`config.mk`:
```
export PLATFORM = sky130hd
export DESIGN_NAME = ps2_packet_assembler
export DESIGN_NICKNAME = d
export VERILOG_FILES = /design/src/rtl/ps2_pkg.sv /design/src/rtl/ps2_timeout_timer.sv /design/src/rtl/ps2_packet_assembler.sv
export SDC_FILE = /design/constraint.sdc
export NUM_CORES = 1
export LEC_CHECK = 0
export CAP_MARGIN = 20
export CORE_ASPECT_RATIO = 0.6
export CORE_UTILIZATION = 55
export CTS_BUF_LIST = sky130_fd_sc_hd__clkbuf_4
export CTS_CLUSTER_DIAMETER = 50
export DETAILED_ROUTE_END_ITERATION = 8
export PLACE_DENSITY = 0.83
export SLEW_MARGIN = 20
export SYNTH_ARGS = -nofsm -noshare
export SYNTH_HDL_FRONTEND = slang
export SYNTH_SLANG_ARGS = --single-unit
```
`constraint.sdc`:
```
create_clock -name CLK -period 2.9 [get_ports CLK]
set_input_delay 0.435 -clock CLK [delete_from_list [all_inputs] [get_ports CLK]]
set_output_delay 0.435 -clock CLK [all_outputs]
set_load 0.05 [all_outputs]
```
`src/rtl/ps2_pkg.sv`:
```
// ps2_pkg: shared definitions for the PS/2 movement-packet assembler.
//   ps2_state_t    - packet-assembly state (which byte is expected next)
//   PS2_SYNC_BIT   - bit of the status byte that is always 1 in a valid byte 0
//   PS2_ERR_NONE   - receiver error code meaning "byte received cleanly"
//   PS2_PKT_BYTES  - bytes per stream-mode movement packet
//   sat_inc8       - 8-bit increment that sticks at 255
package ps2_pkg;

  typedef enum logic [1:0] {
    S_B0 = 2'd0,
    S_B1 = 2'd1,
    S_B2 = 2'd2
  } ps2_state_t;

  localparam int          PS2_SYNC_BIT  = 3;
  localparam logic [1:0]  PS2_ERR_NONE  = 2'b00;
  localparam int          PS2_PKT_BYTES = 3;

  function automatic logic [7:0] sat_inc8(input logic [7:0] v);
    return (v == 8'hFF) ? v : v + 8'd1;
  endfunction

endpackage

```
`src/rtl/ps2_timeout_timer.sv`:
```
// ps2_timeout_timer: inter-byte watchdog for the packet assembler.
//   clk, rst  - clock, asynchronous active-high reset
//   clear     - a byte was accepted this cycle; restart from zero
//   run       - a packet is partly assembled; count idle cycles
//   expired   - one-cycle pulse in the cycle the count reaches
//               TIMEOUT_CYCLES-1, so the owner acts on the edge that is
//               exactly TIMEOUT_CYCLES edges after the last accepted byte
module ps2_timeout_timer #(
  parameter int TIMEOUT_CYCLES = 100000,
  parameter int TIMEOUT_W      = 17
) (
  input  logic clk,
  input  logic rst,
  input  logic clear,
  input  logic run,
  output logic expired
);

  localparam logic [TIMEOUT_W-1:0] LAST = TIMEOUT_W'(TIMEOUT_CYCLES - 1);

  logic [TIMEOUT_W-1:0] count;

  // A byte arriving in the terminal cycle wins over the timeout.
  assign expired = run && !clear && (count == LAST);

  always_ff @(posedge clk or posedge rst) begin
    if (rst) begin
      count <= '0;
    end else if (clear || !run || (count == LAST)) begin
      count <= '0;
    end else begin
      count <= count + TIMEOUT_W'(1);
    end
  end

endmodule

```
`src/rtl/ps2_packet_assembler.sv`:
```
// ps2_packet_assembler: builds the 3-byte PS/2 stream-mode packet
// (status, dX, dY) from receiver byte strobes and publishes it atomically.
//   CLK, RESET       - clock, asynchronous active-high reset
//   ENABLE           - stream mode active; low drops any partial packet
//   BYTE_READY       - one-cycle strobe, BYTE_READ/BYTE_ERROR_CODE valid
//   BYTE_READ        - received byte
//   BYTE_ERROR_CODE  - 00 ok, anything else is a framing/parity error
//   MOUSE_STATUS/DX/DY - last complete packet
//   SEND_INTERRUPT   - one-cycle pulse with each new packet
//   PKT_COUNT        - good packets, wrapping
//   ERR_COUNT        - discarded bytes/packets, saturating
//
// state | meaning
// S_B0  | waiting for status byte (sync bit must be set)
// S_B1  | status held in shadow, waiting for dX
// S_B2  | status and dX held, waiting for dY to commit
module ps2_packet_assembler
  import ps2_pkg::*;
#(
  parameter int TIMEOUT_CYCLES = 100000,
  parameter int TIMEOUT_W      = 17
) (
  input  logic       CLK,
  input  logic       RESET,
  input  logic       ENABLE,
  input  logic       BYTE_READY,
  input  logic [7:0] BYTE_READ,
  input  logic [1:0] BYTE_ERROR_CODE,
  output logic [7:0] MOUSE_STATUS,
  output logic [7:0] MOUSE_DX,
  output logic [7:0] MOUSE_DY,
  output logic       SEND_INTERRUPT,
  output logic [7:0] PKT_COUNT,
  output logic [7:0] ERR_COUNT
);

  ps2_state_t state;
  logic [7:0] shadow [PS2_PKT_BYTES-1];
  logic       timer_clear;
  logic       timer_run;
  logic       timed_out;

  // Any strobe while enabled (good or bad) restarts the watchdog; the
  // watchdog only runs while a packet is partly assembled.
  assign timer_clear = ENABLE && BYTE_READY;
  assign timer_run   = ENABLE && (state != S_B0);

  ps2_timeout_timer #(
    .TIMEOUT_CYCLES (TIMEOUT_CYCLES),
    .TIMEOUT_W      (TIMEOUT_W)
  ) u_timeout (
    .clk     (CLK),
    .rst     (RESET),
    .clear   (timer_clear),
    .run     (timer_run),
    .expired (timed_out)
  );

  always_ff @(posedge CLK or posedge RESET) begin
    if (RESET) begin
      state          <= S_B0;
      shadow[0]      <= '0;
      shadow[1]      <= '0;
      MOUSE_STATUS   <= '0;
      MOUSE_DX       <= '0;
      MOUSE_DY       <= '0;
      SEND_INTERRUPT <= 1'b0;
      PKT_COUNT      <= '0;
      ERR_COUNT      <= '0;
    end else begin
      SEND_INTERRUPT <= 1'b0;
      if (!ENABLE) begin
        state <= S_B0;
      end else if (BYTE_READY) begin
        if (BYTE_ERROR_CODE != PS2_ERR_NONE) begin
          state     <= S_B0;
          ERR_COUNT <= sat_inc8(ERR_COUNT);
        end else begin
          case (state)
            S_B0: begin
              if (BYTE_READ[PS2_SYNC_BIT]) begin
                shadow[0] <= BYTE_READ;
                state     <= S_B1;
              end else begin
                ERR_COUNT <= sat_inc8(ERR_COUNT);
              end
            end
            S_B1: begin
              shadow[1] <= BYTE_READ;
              state     <= S_B2;
            end
            S_B2: begin
              // All three output bytes load together so readers never
              // see a mix of two packets.
              MOUSE_STATUS   <= shadow[0];
              MOUSE_DX       <= shadow[1];
              MOUSE_DY       <= BYTE_READ;
              SEND_INTERRUPT <= 1'b1;
              PKT_COUNT      <= PKT_COUNT + 8'd1;
              state          <= S_B0;
            end
            default: state <= S_B0;
          endcase
        end
      end else if (timed_out) begin
        state     <= S_B0;
        ERR_COUNT <= sat_inc8(ERR_COUNT);
      end
    end
  end

endmodule

```
======== After elaboration in Yosys (flattened, before gate mapping) ========
Cells that the tools add are included.
cells by class
  $add $sub $neg .......................... 3
  multipliers ............................. 0
  divide/modulo/power cells ............... 0
  order comparisons ....................... 0
  eq/ne operators ......................... 8
  shift operators ......................... 0
  muxes and demuxes ....................... 17
  bitwise logic cells ..................... 1
  reduce and logical (&&, ||, !) cells .... 17
operators by type and width
  operator               count
  $mux 8                 6
  $add 17x1->17 const B  1
  $eq 17x17->1 const B   1
  $mux 17                1
  $add 8x1->8 const B    2
  $reduce_and 4->1       3
  $mux 2                 5
  $eq 8x8->1 const B     1
  $ne 3x1->1 const B     2
  $reduce_bool 2->1      3
  $ne 5x5->1 const B     1
  $reduce_and 5->1       1
  $logic_and 1x1->1      4
  $mux 1                 4
  $pmux 2 s2             1
  $ne 3x2->1 const B     1
  $eq 2x1->1 const B     1
  $eq 2x2->1 const B     1
  $logic_not 1->1        2
  $logic_not 2->1        1
  $logic_or 1x1->1       2
  $reduce_and 2->1       1
  $not 1->1              1
storage, ports and cells
  flip-flop bits (word level) ............. 76
  bits in latches ......................... 0
  RAM bits ................................ 0
  bits in read-only memories .............. 0
  input port bits ......................... 14
  output and inout port bits .............. 41
  memories ................................ 0

======== Longest topological paths before layout ========
Gate-level depths: netlist of run 1.
  depth after elaboration ................. 7
  depth in mapped cells ................... 7
  depth with buffers taken out ............ 5

======== Modules after synthesis ========
A second synthesis of run 1 with hierarchy kept.
unflattened totals
  cell total of the unflattened synthesis .. 303
  area, all modules ....................... 3236.9 µm²
by module, submodules not included
  module                times used  cells an instance  area each (µm²)  seq. area each (µm²)
  ps2_packet_assembler  1           214                2359.8           1476.4
  ps2_timeout_timer     1           89                 877.1            425.4

======== Worst setup path before layout of run 1 ========
OpenSTA, ideal clock, no wires.
  kind .................................... reg-to-reg
  from .................................... register ERR_COUNT[0]
  to ...................................... register ERR_COUNT[1]
  setup time .............................. 0.128 ns
  data arrival time ....................... 1.672 ns
  data required time ...................... 2.772 ns
  slack ................................... 1.100 ns
  stages on the path, launching flop included .. 6
  path through ............................ dfrtp_1 -> ha_1 -> nand4_1 -> nor2_1 -> nor3_2 -> mux2_1
between the ends
  cells in the longest elaborated chain, start to end .. 6
RTL lines
  element                                           line                         source
  start, declared                                   ps2_packet_assembler.sv:34   output logic [7:0] ERR_COUNT
  start signal, assigned                            ps2_packet_assembler.sv:77   ERR_COUNT <= sat_inc8(ERR_COUNT);
  start signal, assigned                            ps2_packet_assembler.sv:85   ERR_COUNT <= sat_inc8(ERR_COUNT);
  start signal, assigned                            ps2_packet_assembler.sv:107  ERR_COUNT <= sat_inc8(ERR_COUNT);
  $add 8x1->8 / $eq 8x8->1 (equally long branches)  ps2_pkg.sv:20                return (v == 8'hFF) ? v : v + 8'd1;
  $mux 8 (*)                                        ps2_pkg.sv:20
  $mux 8                                            ps2_packet_assembler.sv:81   if (BYTE_READ[PS2_SYNC_BIT]) begin
  $mux 8                                            ps2_packet_assembler.sv:79   case (state)
  $mux 8                                            ps2_packet_assembler.sv:75   if (BYTE_ERROR_CODE != PS2_ERR_NONE) begin
  $mux 8 (*)                                        ps2_packet_assembler.sv:74   end else if (BYTE_READY) begin
Mark *: on every way between the ends. The rest lies on a longest branch, timed or not. The select of a mux whose other input is x is not followed.
A chain may end at the register's enable or synchronous reset.

======== Final worst setup path of run 1 ========
  from .................................... register PKT_COUNT[0]
  to ...................................... output port PKT_COUNT[0]
RTL lines
  element                 line                        source
  start, declared         ps2_packet_assembler.sv:33  output logic [7:0] PKT_COUNT,
  start signal, assigned  ps2_packet_assembler.sv:99  PKT_COUNT <= PKT_COUNT + 8'd1;
No word-level cell between the ends.

==> flow_summary.ini, run 1 <==
[status]
status = finished, final reports clean

[critical_path]
crit_family = buffers and inverters
cpPeakStageDelay_ps = 850
path_buf_inv = 1
crit_arrival_ps = 1750
path_cells = clkdlybuf4s50_1
end_kind = output port
reg2regPathDepth = 5
crit_type = flip-flop to output port
cp.depth = 1
worstPathRequired_ps = 2470
start_kind = flip-flop
cp_slowest_cell = clkdlybuf4s50_1
cp_max_fo = 5

[min_path]
hp-class = primary input to asynchronous set/reset pin

[floorplan]
die_area_sq_mm = 0.00628
core_area_sq_mm = 0.00565
io_pins = 55
fp.dieW_um = 102
initial_core_util_pct = 58.0
rows = 21
die_h_um = 61.8

[cts]
root_buffer = clkbuf_4
ctsHoldBuffers = 0
cts.htree.levels = 3
cts_tree = yes
cts.path.max_buffers = 2
cts.sinks = 76
cts_setup_buffers = 0
clock_latency_ps = 420
numCtsBuffers = 9
clk_pin_slew_ps = 120
cts_resized = 0

[global_route]
antenna_found_initial = 0
grt_pass1_vias = 2201
grt_usage_pct = 23.1
grt_pass1_wl_mm = 10.8
grt_max_degree = 77
overflow = 0

[layout]
multiInputGateArea_sq_mm = 0.00131
utilization_pct = 72.0
area_growth_pct = 24.2
num-nets-final = 373
regArea_sq_mm = 0.00190
antenna_cells = 0
drive_gt1_share_pct = 12.7
fillers = 411

[sta]
setup-tns-final_ps = 0
timing.hold.ws_ps = 415
finalCriticalPeriod_ps = 2180
slew_headroom_pct = 53.4
maxSlewViolCount = 0
timing.final.crit_share_pct = 75.2
hold_viol_final = 0
max_freq_mhz = 458
skew_ps = 15.3
finalSetupViolCount = 0
tightest_slew_ps = 699
rsz0062_at_grt = no

[routing]
wl_per_cell_um = 14.7
via_per_inst = 5.28
drc = 0
first_iter_violations = 134
num_vias = 2329
first_pass_iters = 4
drt-total-wl_mm = 6.50
ant_nets = 0

[logic_synthesis]
syn_nets = 315
syn_area_sq_mm = 0.00328
synth_top_family_by_area = simple AND/OR/NAND/NOR gates
yosys.area.top_type_share_pct = 58.0
synthSimpleGateAreaFrac_pct = 22.7
async_reset_ff_share_pct = 100
ys_seq_elements = 76
synth_area_leaders = dfrtp_1, nand2_1, xor2_1
seq_area_frac_synth_pct = 58.0
synth_compound_area_share_pct = 3.36
yosysUniqueCellTypes = 36
yosys_warnings = 0
synth_fa_ha_area_share_pct = 1.15
syn_avg_cell_area_sq_um = 11.0
ys.flop_type = dfrtp_1
synth_area_leader_cell = dfrtp_1
synth_edf_count = 0
synth_mux_area_share_pct = 5.84
synth_xor_xnor_area_share_pct = 6.95
synth_cells = 298

[pwr]
ir_drop_v = 0.000534
leakage_nw = 1.89
pwr-share-clk_pct = 32.1
p_switching_mw = 0.678
comb_power_share_pct = 15.8
power.internal_mw = 1.62
p_per_area_mw_per_mm2 = 566
p_sw_share_pct = 29.4
seqPwrFrac_pct = 52.2

[place]
dp_hpwl_mm = 4.42
gp_congestion = 0.791
port_buffers = 54

[run]
cap_violations = 0
## Yosys cell counts (4+ instances only)
cell / number
dfrtp_1: 76
nand4_1: 11
xor2_1: 20
xnor2_1: 6
nand3_1: 10
nor2_1: 16
buf_2: 4
and4_1: 5
mux2_2: 15
nor3_1: 5
nand2_1: 87
## cell families after synthesis
group                      count (synthesis)
adders and majority gates                  3
DFF                                       76
buffers and inverters                     14
and+or+nand+nor                          152
xor gates and xnor gates                  26
muxes                                     17
AOI/OAI and AO/OA                         10
## state kept, by name, indices dropped and copies added (netlist names)
| signal | count |
|---|---|
| u_timeout.count | 17 |
| shadow | 16 |
| ERR_COUNT | 8 |
| MOUSE_DX | 8 |
| MOUSE_DY | 8 |
| MOUSE_STATUS | 8 |
| PKT_COUNT | 8 |
| state | 2 |
| SEND_INTERRUPT | 1 |
## placed cells by master (no fill, tap or decap), drive strengths merged
cell and n:
nand2 87, nand2b 3, o31a 1, clkinv 2, dfrtp 76, nand3 10
clkdlybuf4s50 54, xor2 20, and4 5, nor4 4, xnor2 6, bufinv 2
clkinvlp 1, ha 3, nor3 6, a21oi 2, nand3b 2, nor2 16
o2111ai 1, mux2 17, buf 3, a41oi 2, and4bb 3, clkbuf 9
o21ai 3, inv 6, nand4 11, o41ai 1, or3 2, and2 1
nor4b 2
## power by group through the flow
| stage | logic (mW) | clock network (mW) | registers (mW) |
|---|---|---|---|
| 3_5_place_dp | 0.365 | 0 | 1.22 |
| 5_1_grt | 0.391 | 0.799 | 1.21 |
| 4_1_cts | 0.366 | 0.756 | 1.20 |
| 2_1_floorplan | 0.109 | 0 | 1.33 |
| 6_report | 0.363 | 0.739 | 1.20 |
| 3_3_place_gp | 0.358 | 0 | 1.22 |
## per-layer routing
metal,share of wire (%),wire (um),GRT usage [%]
met2,43,2830,32.3
met1,50,3240,33.8
met5,0,0,0
met3,5.4,348,6.49
met4,1.3,82,9.94
## per-stage QoR
stage               setup WS [ps]  power (mW)  cells  instance area [sq um]
floorplan                     527        1.44    298                   3280
CTS                           689        2.32    441                   4070
finish                        718        2.30    441                   4070
global placement              643        1.58    425                   3900
detailed placement            613        1.58    425                   3900
global route                  644        2.40    441                   4070
## layout make-up
| cell class | count | area share [%] |
|---|---|---|
| multi-input cells | 208 | 32.2 |
| well taps | 80 | 2.46 |
| repair buffers | 57 | 14.1 |
| flip-flops and latches | 76 | 46.7 |
| clock buffers | 9 | 1.66 |
| inverters | 4 | 0.369 |
| clock inverters | 7 | 2.43 |
## worst paths after layout
path | start | endpoint | slack [ps]
worst max-delay path | PKT_COUNT[0] | PKT_COUNT[0] | 720
min in group CLK | shadow[13] | MOUSE_STATUS[5] | 470
max in group asynchronous | RESET | u_timeout.count[10] | 2180
worst max register to register | u_timeout.count[0] | ERR_COUNT[6] | 760
worst min-delay path | RESET | PKT_COUNT[2] | 410
worst min register to register | shadow[13] | MOUSE_STATUS[5] | 470
Note: power is estimated with default switching activity, not from simulation.
==> run 2, diff against run 1 <==
- CORE_UTILIZATION: 55 -> 49
- PLACE_DENSITY: 0.83 -> 0.78
- clock period: 2.9 -> 1.9 ns (I/O delays scaled with it)
==> run 2 against run 1 <==
Net effect: setup slack worse by 640 ps; power increased by 45%; clock power increased by 29%; cell area up 4.1%; clock-buffer cell count did not move; sequential share of layout area decreased by 1.8 points.
==> flow_summary.ini, run 2 (same netlist as run 1, synthesis figures left out) <==
[pwr]
p_sw_share_pct = 30.8
p_switching_mw = 1.03
pwr-share-clk_pct = 28.6
comb_power_share_pct = 16.6
p_per_area_mw_per_mm2 = 791
ir_drop_v = 0.000896
leakage_nw = 2.28
power.internal_mw = 2.32
seqPwrFrac_pct = 54.8

[routing]
drt-total-wl_mm = 6.99
wl_per_cell_um = 14.9
num_vias = 2450
first_pass_iters = 4
first_iter_violations = 190
ant_nets = 0
via_per_inst = 5.22
drc = 0

[critical_path]
cpPeakStageDelay_ps = 410
path_cells = ha_1 > and4_2 > a41oi_4 > buf_4 > nor4b_2 > xor2_1
cp_max_fo = 4
crit_type = flip-flop to flip-flop
reg2regPathDepth = 6
worstPathRequired_ps = 2230
start_kind = flip-flop
rr_endpoint = ERR_COUNT[2]
cp_slowest_cell = dfrtp_1
rr_startpoint = u_timeout.count[0]
r2r_setup_slack_ps = 80
crit_arrival_ps = 2150
end_kind = flip-flop

[cts]
cts.path.max_buffers = 2
root_buffer = clkbuf_4
ctsHoldBuffers = 0
cts.htree.levels = 3
clk_pin_slew_ps = 120
cts.sinks = 76
clock_latency_ps = 420
cts_tree = yes
numCtsBuffers = 9

[sta]
tightest_slew_ps = 517
timing.hold.ws_ps = 163
hold_viol_final = 0
max_freq_mhz = 550
setup-tns-final_ps = 0
slew_headroom_pct = 65.5
maxSlewViolCount = 0
setup_ws_ps = 82.2
timing.final.crit_share_pct = 95.7
finalCriticalPeriod_ps = 1820
skew_ps = 17.6
finalSetupViolCount = 0

[global_route]
grt_util_met3_pct = 6.35
grt_usage_pct = 22.2
grt_pass1_vias = 2441
grt_pass1_wl_mm = 11.7
met2_usage_pct = 32.5
met1_usage_pct = 31.9
grt_max_degree = 54
antenna_found_initial = 0
top_usage_layer = met2
overflow = 0

[layout]
area_growth_pct = 29.2
mostFrequentLayoutCells = nand2_1, dfrtp_1, dlygate4sd2_1
utilization_pct = 67.5
antenna_cells = 0
layout_commonest_cell = nand2_1
largest_register_ffs = 17
drive_gt1_share_pct = 19.5
final_area_sq_mm = 0.00424
largestRegisters = u_timeout.count (17), shadow (16)
num-nets-final = 397
max_flop_register = u_timeout.count

[floorplan]
io_pins = 55
core_area_sq_mm = 0.00628
die_h_um = 65.4
rows = 22
initial_core_util_pct = 52.2
die_area_sq_mm = 0.00703
fp.dieW_um = 108

[place]
place_ws_ps = -150
gp_congestion = 0.790
placed_cell_area_sq_mm = 0.00409
port_buffers = 54
dp_hpwl_mm = 4.85

[min_path]
hp-class = primary input to asynchronous set/reset pin

[status]
status = finished, final reports clean

[run]
cap_violations = 0
-- run 2: changes by cell type in the layout (fill, tap and decap cells not counted), sizes merged --
| cell | before | now |
|---|---|---|
| buf | 3 | 29 |
| bufinv | 2 | 1 |
| clkdlybuf4s50 | 54 | 13 |
| clkinv | 2 | 6 |
| dlygate4sd2 | 0 | 32 |
| dlymetal6s2s | 0 | 7 |
| inv | 6 | 3 |
-- run 2: layer usage --
layer	up-vias	wire (um)
met5	-	0
met1	1207	3480
met3	7	305
met4	0	75
li1	1179	-
met2	57	3130
-- run 2: stage by stage --
stage | power [mW] | cells
floorplan | 2.20 | 298
global placement | 2.41 | 452
detailed placement | 2.44 | 452
CTS | 3.38 | 468
global route | 3.51 | 469
finish | 3.35 | 469
-- run 2: final cells by class --
cell class / instances / area (sq um)
timing repair buffer: 81 / 741
inverter: 4 / 18.8
multi-input combinational: 208 / 1330
sequential: 76 / 1900
fill: 507 / 2040
tap: 84 / 105
clock buffer: 9 / 67.6
clock inverter: 7 / 67.6
-- run 2: worst max-delay path: cells and delay by family (launching register included) --
| kind | cells | cell delay [ps] |
|---|---|---|
| xor gates and xnor gates | 1 | 170 |
| DFF | 1 | 410 |
| AOI/OAI and AO/OA | 1 | 170 |
| buffers and inverters | 1 | 210 |
| and+or+nand+nor | 2 | 610 |
| adders and majority gates | 1 | 180 |
-- run 2: power by group through the flow --
stage / logic [mW] / clock network, mW / registers [mW]
finish: 0.555 / 0.957 / 1.84
global route: 0.593 / 1.06 / 1.85
CTS: 0.550 / 0.992 / 1.83
detailed placement: 0.570 / 0 / 1.87
global placement: 0.557 / 0 / 1.86
floorplan: 0.167 / 0 / 2.04
-- run 2: how the worst max path moves through the flow --
stage / startpoint / end / slack, ps / cells past startpoint
finish: u_timeout.count[0] / ERR_COUNT[2] / 80 / 6
global route: u_timeout.count[0] / ERR_COUNT[2] / -7 / 6
CTS: MOUSE_STATUS[5] / MOUSE_STATUS[5] / 3 / 1
detailed placement: BYTE_READ[3] / ERR_COUNT[7] / -150 / 6
global placement: BYTE_READ[3] / ERR_COUNT[7] / -70 / 6
floorplan: ERR_COUNT[0] / ERR_COUNT[1] / 100 / 5
-- run 2: repair_timing --
item | in CTS | in global routing
endpoints found under the setup margin | 32 | 12
resized for setup | 32 | 11
setup buffers | 0 | 1
==> run 3, diff against run 2 <==
==> constraint.sdc (replaced) <==
create_clock -name CLK -period 1.9 [get_ports CLK]
set_input_delay 0.38 -clock CLK [delete_from_list [all_inputs] [get_ports CLK]]
set_output_delay 0.38 -clock CLK [all_outputs]
set_load 0.05 [all_outputs]
==> run 3 against run 2 <==
Net effect: power up 4.0%; maximum frequency down 0.30%; clock skew down 5.3 ps; wire length up 1.9%; critical path type unchanged; core utilization down 0.60 points; critical endpoint is now ERR_COUNT[5].
==> flow_summary.ini, run 3 (same netlist as run 1, synthesis figures left out) <==
[sta]
finalCriticalPeriod_ps = 1820
setup_ws_ps = 76.6
tightest_slew_ps = 689
hold_viol_final = 0
timing.final.crit_share_pct = 96.0
finalSetupViolCount = 0
skew_ps = 12.2
max_freq_mhz = 548
slew_headroom_pct = 54.1
maxSlewViolCount = 0
rsz0062_at_grt = yes

[global_route]
met1_usage_pct = 30.0
grt_util_met3_pct = 8.13
grt_pass1_wl_mm = 11.9
grt_usage_pct = 22.8
grt_pass1_vias = 2505
top_usage_layer = met2
grt_max_degree = 27
overflow = 0
antenna_found_initial = 0
met2_usage_pct = 34.5

[cts]
clock_latency_ps = 440
root_buffer = clkbuf_4
clk_pin_slew_ps = 130
cts.sinks = 76
numCtsBuffers = 9
cts_tree = yes
cts.path.max_buffers = 2
cts.htree.levels = 3
cts_setup_buffers = 0

[layout]
drive_gt1_share_pct = 22.9
multiInputGateArea_sq_mm = 0.00133
layout_commonest_cell = nand2_1
mostFrequentLayoutCells = nand2_1, dfrtp_1, buf_4
regArea_sq_mm = 0.00190
largestRegisters = u_timeout.count (17), shadow (16)
largest_register_ffs = 17
area_growth_pct = 28.1
fillers = 503
num-nets-final = 396
antenna_cells = 0
max_flop_register = u_timeout.count

[critical_path]
reg2regPathDepth = 6
rr_endpoint = ERR_COUNT[5]
path_cells = ha_1 > and4_2 > a41oi_4 > buf_4 > nor4_2 > xor2_1
cp_max_fo = 4
cp_slowest_cell = dfrtp_1
cpPeakStageDelay_ps = 410
start_kind = flip-flop
rr_startpoint = u_timeout.count[0]
crit_type = flip-flop to flip-flop
end_kind = flip-flop
crit_family = simple AND/OR/NAND/NOR gates
crit_arrival_ps = 2200
r2r_setup_slack_ps = 80
cp.depth = 6
path_buf_inv = 1
worstPathRequired_ps = 2270

[floorplan]
initial_core_util_pct = 52.2
die_h_um = 65.4
die_area_sq_mm = 0.00703
core_area_sq_mm = 0.00628
rows = 22
fp.dieW_um = 108
io_pins = 55

[routing]
first_pass_iters = 4
via_per_inst = 5.28
wl_per_cell_um = 15.2
drc = 0
first_iter_violations = 114
drt-total-wl_mm = 7.12
num_vias = 2470
ant_nets = 0

[pwr]
p_sw_share_pct = 29.6
ir_drop_v = 0.00102
comb_power_share_pct = 16.4
power_mw = 3.48
p_per_area_mw_per_mm2 = 830
pwr-share-clk_pct = 30.7
power.internal_mw = 2.45
p_switching_mw = 1.03
seqPwrFrac_pct = 52.8
leakage_nw = 2.14

[place]
place_ws_ps = -264
dp_hpwl_mm = 5.05
port_buffers = 54
gp_congestion = 0.797

[run]
cap_violations = 0

[min_path]
hp-class = primary input to asynchronous set/reset pin

[status]
status = finished, final reports clean
[run 3: cell types whose count changed in the layout (fill, tap and decap cells not counted)]
cell,previous run,this run
dlymetal6s2s_1,7,0
clkinv_1,0,3
dlygate4sd2_1,32,22
clkinv_4,2,0
buf_12,2,3
buf_4,27,42
nor4_2,2,3
nor4_4,1,0
bufinv_16,1,2
clkinv_2,4,2
[run 3: stage by stage]
step           instances  TNS [ps]  utilization (%)  area (sq um)  hold WS, ps
2_1_floorplan        298         0                -          3280          430
3_3_place_gp         452     -3200             64.7          4060          441
6_report             468         0             66.9          4200          325
5_1_grt              468     -16.4             66.9          4200          330
3_5_place_dp         452     -5740             64.7          4060          449
4_1_cts              468         0             66.7          4180          320
[run 3: area by class of cell]
type,instances,area share (%)
flip-flops and latches,76,45.3
inverters,4,0.447
well taps,84,2.50
clock buffers,9,1.61
clock inverters,7,1.94
multi-input cells,208,31.6
repair buffers,80,16.6
[run 3: power by group through the flow]
stage                     clock network [mW]  registers [mW]  logic (mW)
after floorplan                            0            2.04       0.167
after global placement                     0            1.86       0.549
after detailed placement                   0            1.86       0.571
after CTS                               1.10            1.83       0.571
after global routing                    1.16            1.86       0.605
final                                   1.07            1.84       0.572
[run 3: routing by layer]
metal | vias to the layer above | part of all wire, % | wire length (um)
met2 | 69 | 45 | 3190
met4 | 0 | 1.3 | 95
li1 | 1172 | - | -
met3 | 7 | 5.9 | 418
met5 | - | 0 | 0
met1 | 1222 | 48 | 3410
[run 3: how the worst max path moves through the flow]
stage | endpoint | slack (ps) | startpoint
after floorplan | ERR_COUNT[1] | 100 | ERR_COUNT[0]
after global placement | ERR_COUNT[1] | -180 | BYTE_READ[3]
after detailed placement | ERR_COUNT[7] | -260 | BYTE_READ[3]
after CTS | ERR_COUNT[5] | 30 | u_timeout.count[0]
after global routing | ERR_COUNT[1] | -10 | u_timeout.count[0]
final | ERR_COUNT[5] | 80 | u_timeout.count[0]
[run 3: repair_timing]
item                       in CTS  in global routing
hold buffers                    0                  0
pin swaps                       0                  2
setup endpoints to repair      22                  5
resized for setup              22                  3
==> RTL edit, RTL diff (settings of run 2) <==
`TIMEOUT_W` is set to 17 in 2 places; all go to 34.
--- a/src/rtl/ps2_timeout_timer.sv
+++ b/src/rtl/ps2_timeout_timer.sv
@@ -7,7 +7,7 @@
 //               exactly TIMEOUT_CYCLES edges after the last accepted byte
 module ps2_timeout_timer #(
   parameter int TIMEOUT_CYCLES = 100000,
-  parameter int TIMEOUT_W      = 17
+  parameter int TIMEOUT_W      = 34
 ) (
   input  logic clk,
   input  logic rst,
--- a/src/rtl/ps2_packet_assembler.sv
+++ b/src/rtl/ps2_packet_assembler.sv
@@ -18,7 +18,7 @@
   import ps2_pkg::*;
 #(
   parameter int TIMEOUT_CYCLES = 100000,
-  parameter int TIMEOUT_W      = 17
+  parameter int TIMEOUT_W      = 34
 ) (
   input  logic       CLK,
   input  logic       RESET,
Function: no difference found for any inputs over 4 cycles, from zero or initial values and one cycle with RESET high; that may be too few to reach the edited logic, so the function may still have changed.
==> RTL edit against run 2 <==
The run now ends with setup timing left. Power up 21%. Sequential cell count up 17. Routed wire length up 38%. Setup slack worse by 0.24 ns. Design area up 35%. Critical path type unchanged. Synthesized area up 24%. Cell count up 34%. Core utilization up 4.4 points. Global-route usage up 0.87 points.
==> RTL edit: results (changes against run 2) <==
\begin{tabular}{lr}
\hline
Metric & Value \\
\hline
\multicolumn{2}{l}{\textbf{STA}} \\
\quad Number of setup violations in the final report & 40 (+40) \\
\quad Worst-case headroom to the max-slew limit & 0.654 (-0.00136) \\
\quad Post-route setup slack & -0.159 ns (-0.241 ns) \\
\multicolumn{2}{l}{\textbf{Setup path}} \\
\quad Arrival @ worst endpoint & 2.41 ns (+0.26 ns) \\
\quad FF-to-FF Start & u\_timeout.count[28] \\
\quad Worst Setup SP & u\_timeout.count[28] \\
\quad Cell at the slowest stage of the critical path & sky130\_fd\_sc\_hd\_\_or4\_4 \\
\multicolumn{2}{l}{\textbf{Power and ir drop}} \\
\quad Net switching power & 1.19 mW (+16\%) \\
\quad Leakage power of the design & 2.80 nW (+23\%) \\
\quad Seq pwr share & 0.546 (-0.002) \\
\quad Largest voltage drop on the vdd net & 576 uV (-36\%) \\
\multicolumn{2}{l}{\textbf{Logic synthesis}} \\
\quad Cell count after synthesis & 402 (+35\%) \\
\quad Nets in the synthesized netlist & 419 (+33\%) \\
\multicolumn{2}{l}{\textbf{Routing}} \\
\quad Via density & 5.13 (-1.8\%) \\
\quad Routed WL per cell & 15.4 microns (+3.5\%) \\
\multicolumn{2}{l}{\textbf{Final layout}} \\
\quad Clock buffers and inverters, area share & 0.0292 (-0.00268) \\
\quad Number of buffers other than clock buffers in the final layout & 111 (+37\%) \\
\quad NumNets Final & 531 (+34\%) \\
\quad Non-clock buffer area fraction after layout & 0.181 (+0.00614) \\
\quad Share of cell area taken by flip-flops and latches & 0.407 (-0.0418) \\
\quad Nonclk inv count & 7 (+3) \\
\quad Layout multi-input combinational cell count & 292 (+40\%) \\
\quad Number of fillers in the final layout & 596 (+18\%) \\
\quad Share of cells above drive strength 1 & 0.293 (+0.0981) \\
\quad Top flop regs & u\_timeout.count: 34 flops, shadow: 16 flops \\
\multicolumn{2}{l}{\textbf{GRT}} \\
\quad Global-route wire length before repair & 15500 microns (+32\%) \\
\quad GR Util All Layers & 0.231 (+0.00875) \\
\multicolumn{2}{l}{\textbf{Placement}} \\
\quad Placed Cells incl. Taps & 603 (+33\%) \\
\quad DP HPWL & 6390 microns (+32\%) \\
\quad Last weighted congestion value of the routability-driven placer & 0.801 (+1.4\%) \\
\quad Total placed instance area & 5150 sq um (+26\%) \\
\multicolumn{2}{l}{\textbf{Clock network}} \\
\quad Worst-path clk slew & 0.14 ns (+0.02 ns) \\
\quad Clock tree sinks & 93 (+22\%) \\
\quad Skew-Pair Late Insertion Delay & 0.45 ns (+0.03 ns) \\
\multicolumn{2}{l}{\textbf{Status}} \\
\quad Violations in the final reports & setup timing \\
\quad Result of the run & finished, violations left \\
\multicolumn{2}{l}{\textbf{Die}} \\
\quad Chip width & 120 microns (+11\%) \\
\hline
\end{tabular}
## RTL edit: through the flow
step / hold WS (ns) / setup WS [ns] / util
after floorplan: 0.390 / -0.0110 / -
after global placement: 0.444 / -0.218 / 0.646
after detailed placement: 0.454 / -0.263 / 0.646
after CTS: 0.277 / -0.145 / 0.682
after global routing: 0.286 / -0.244 / 0.719
final: 0.283 / -0.159 / 0.719
## RTL edit: critical path, delay by kind of cell, from the launching register on
kind                   cells  cell delay [ns]
buffers and inverters      1             0.20
flip-flops                 1             0.43
AND/OR/NAND/NOR            5             1.32
## RTL edit: timing repair
action                     4_1_cts  5_1_grt
hold endpoints to repair         0        0
pin swaps                       12       32
buffers inserted                 4        2
gates resized for setup         62       69
cloned                           2        2
setup endpoints to repair       83       44
## RTL edit: path summary, 6_finish.rpt
| kind | slack [ns] | cells past startpoint | end |
|---|---|---|---|
| setup / recovery | -0.16 | 6 | u_timeout.count[17] |
| hold / removal | 0.28 | 3 | u_timeout.count[27] |
| setup reg to reg | -0.16 | 6 | u_timeout.count[17] |
| hold reg to reg | 0.48 | 2 | MOUSE_STATUS[1] |
| max in group asynchronous | 1.29 | 3 | shadow[13] |
| min in group CLK | 0.42 | 3 | shadow[9] |
## RTL edit: logic make-up after synthesis
family / Yosys count / share of synthesized area
buf+inv: 17 / 0.0209
mux: 9 / 0.0249
flops: 93 / 0.571
fa+ha+maj: 3 / 0.00922
compound gates: 9 / 0.0147
simple gates: 227 / 0.264
xor+xnor: 44 / 0.0946
## RTL edit: routing by layer
| layer | GRT usage | vias up | wire, microns |
|---|---|---|---|
| met1 | 0.319 | 1591 | 4560 |
| li1 | - | 1556 | - |
| met5 | 0 | - | 0 |
| met2 | 0.364 | 61 | 4570 |
| met3 | 0.0555 | 10 | 436 |
| met4 | 0.0736 | 0 | 102 |
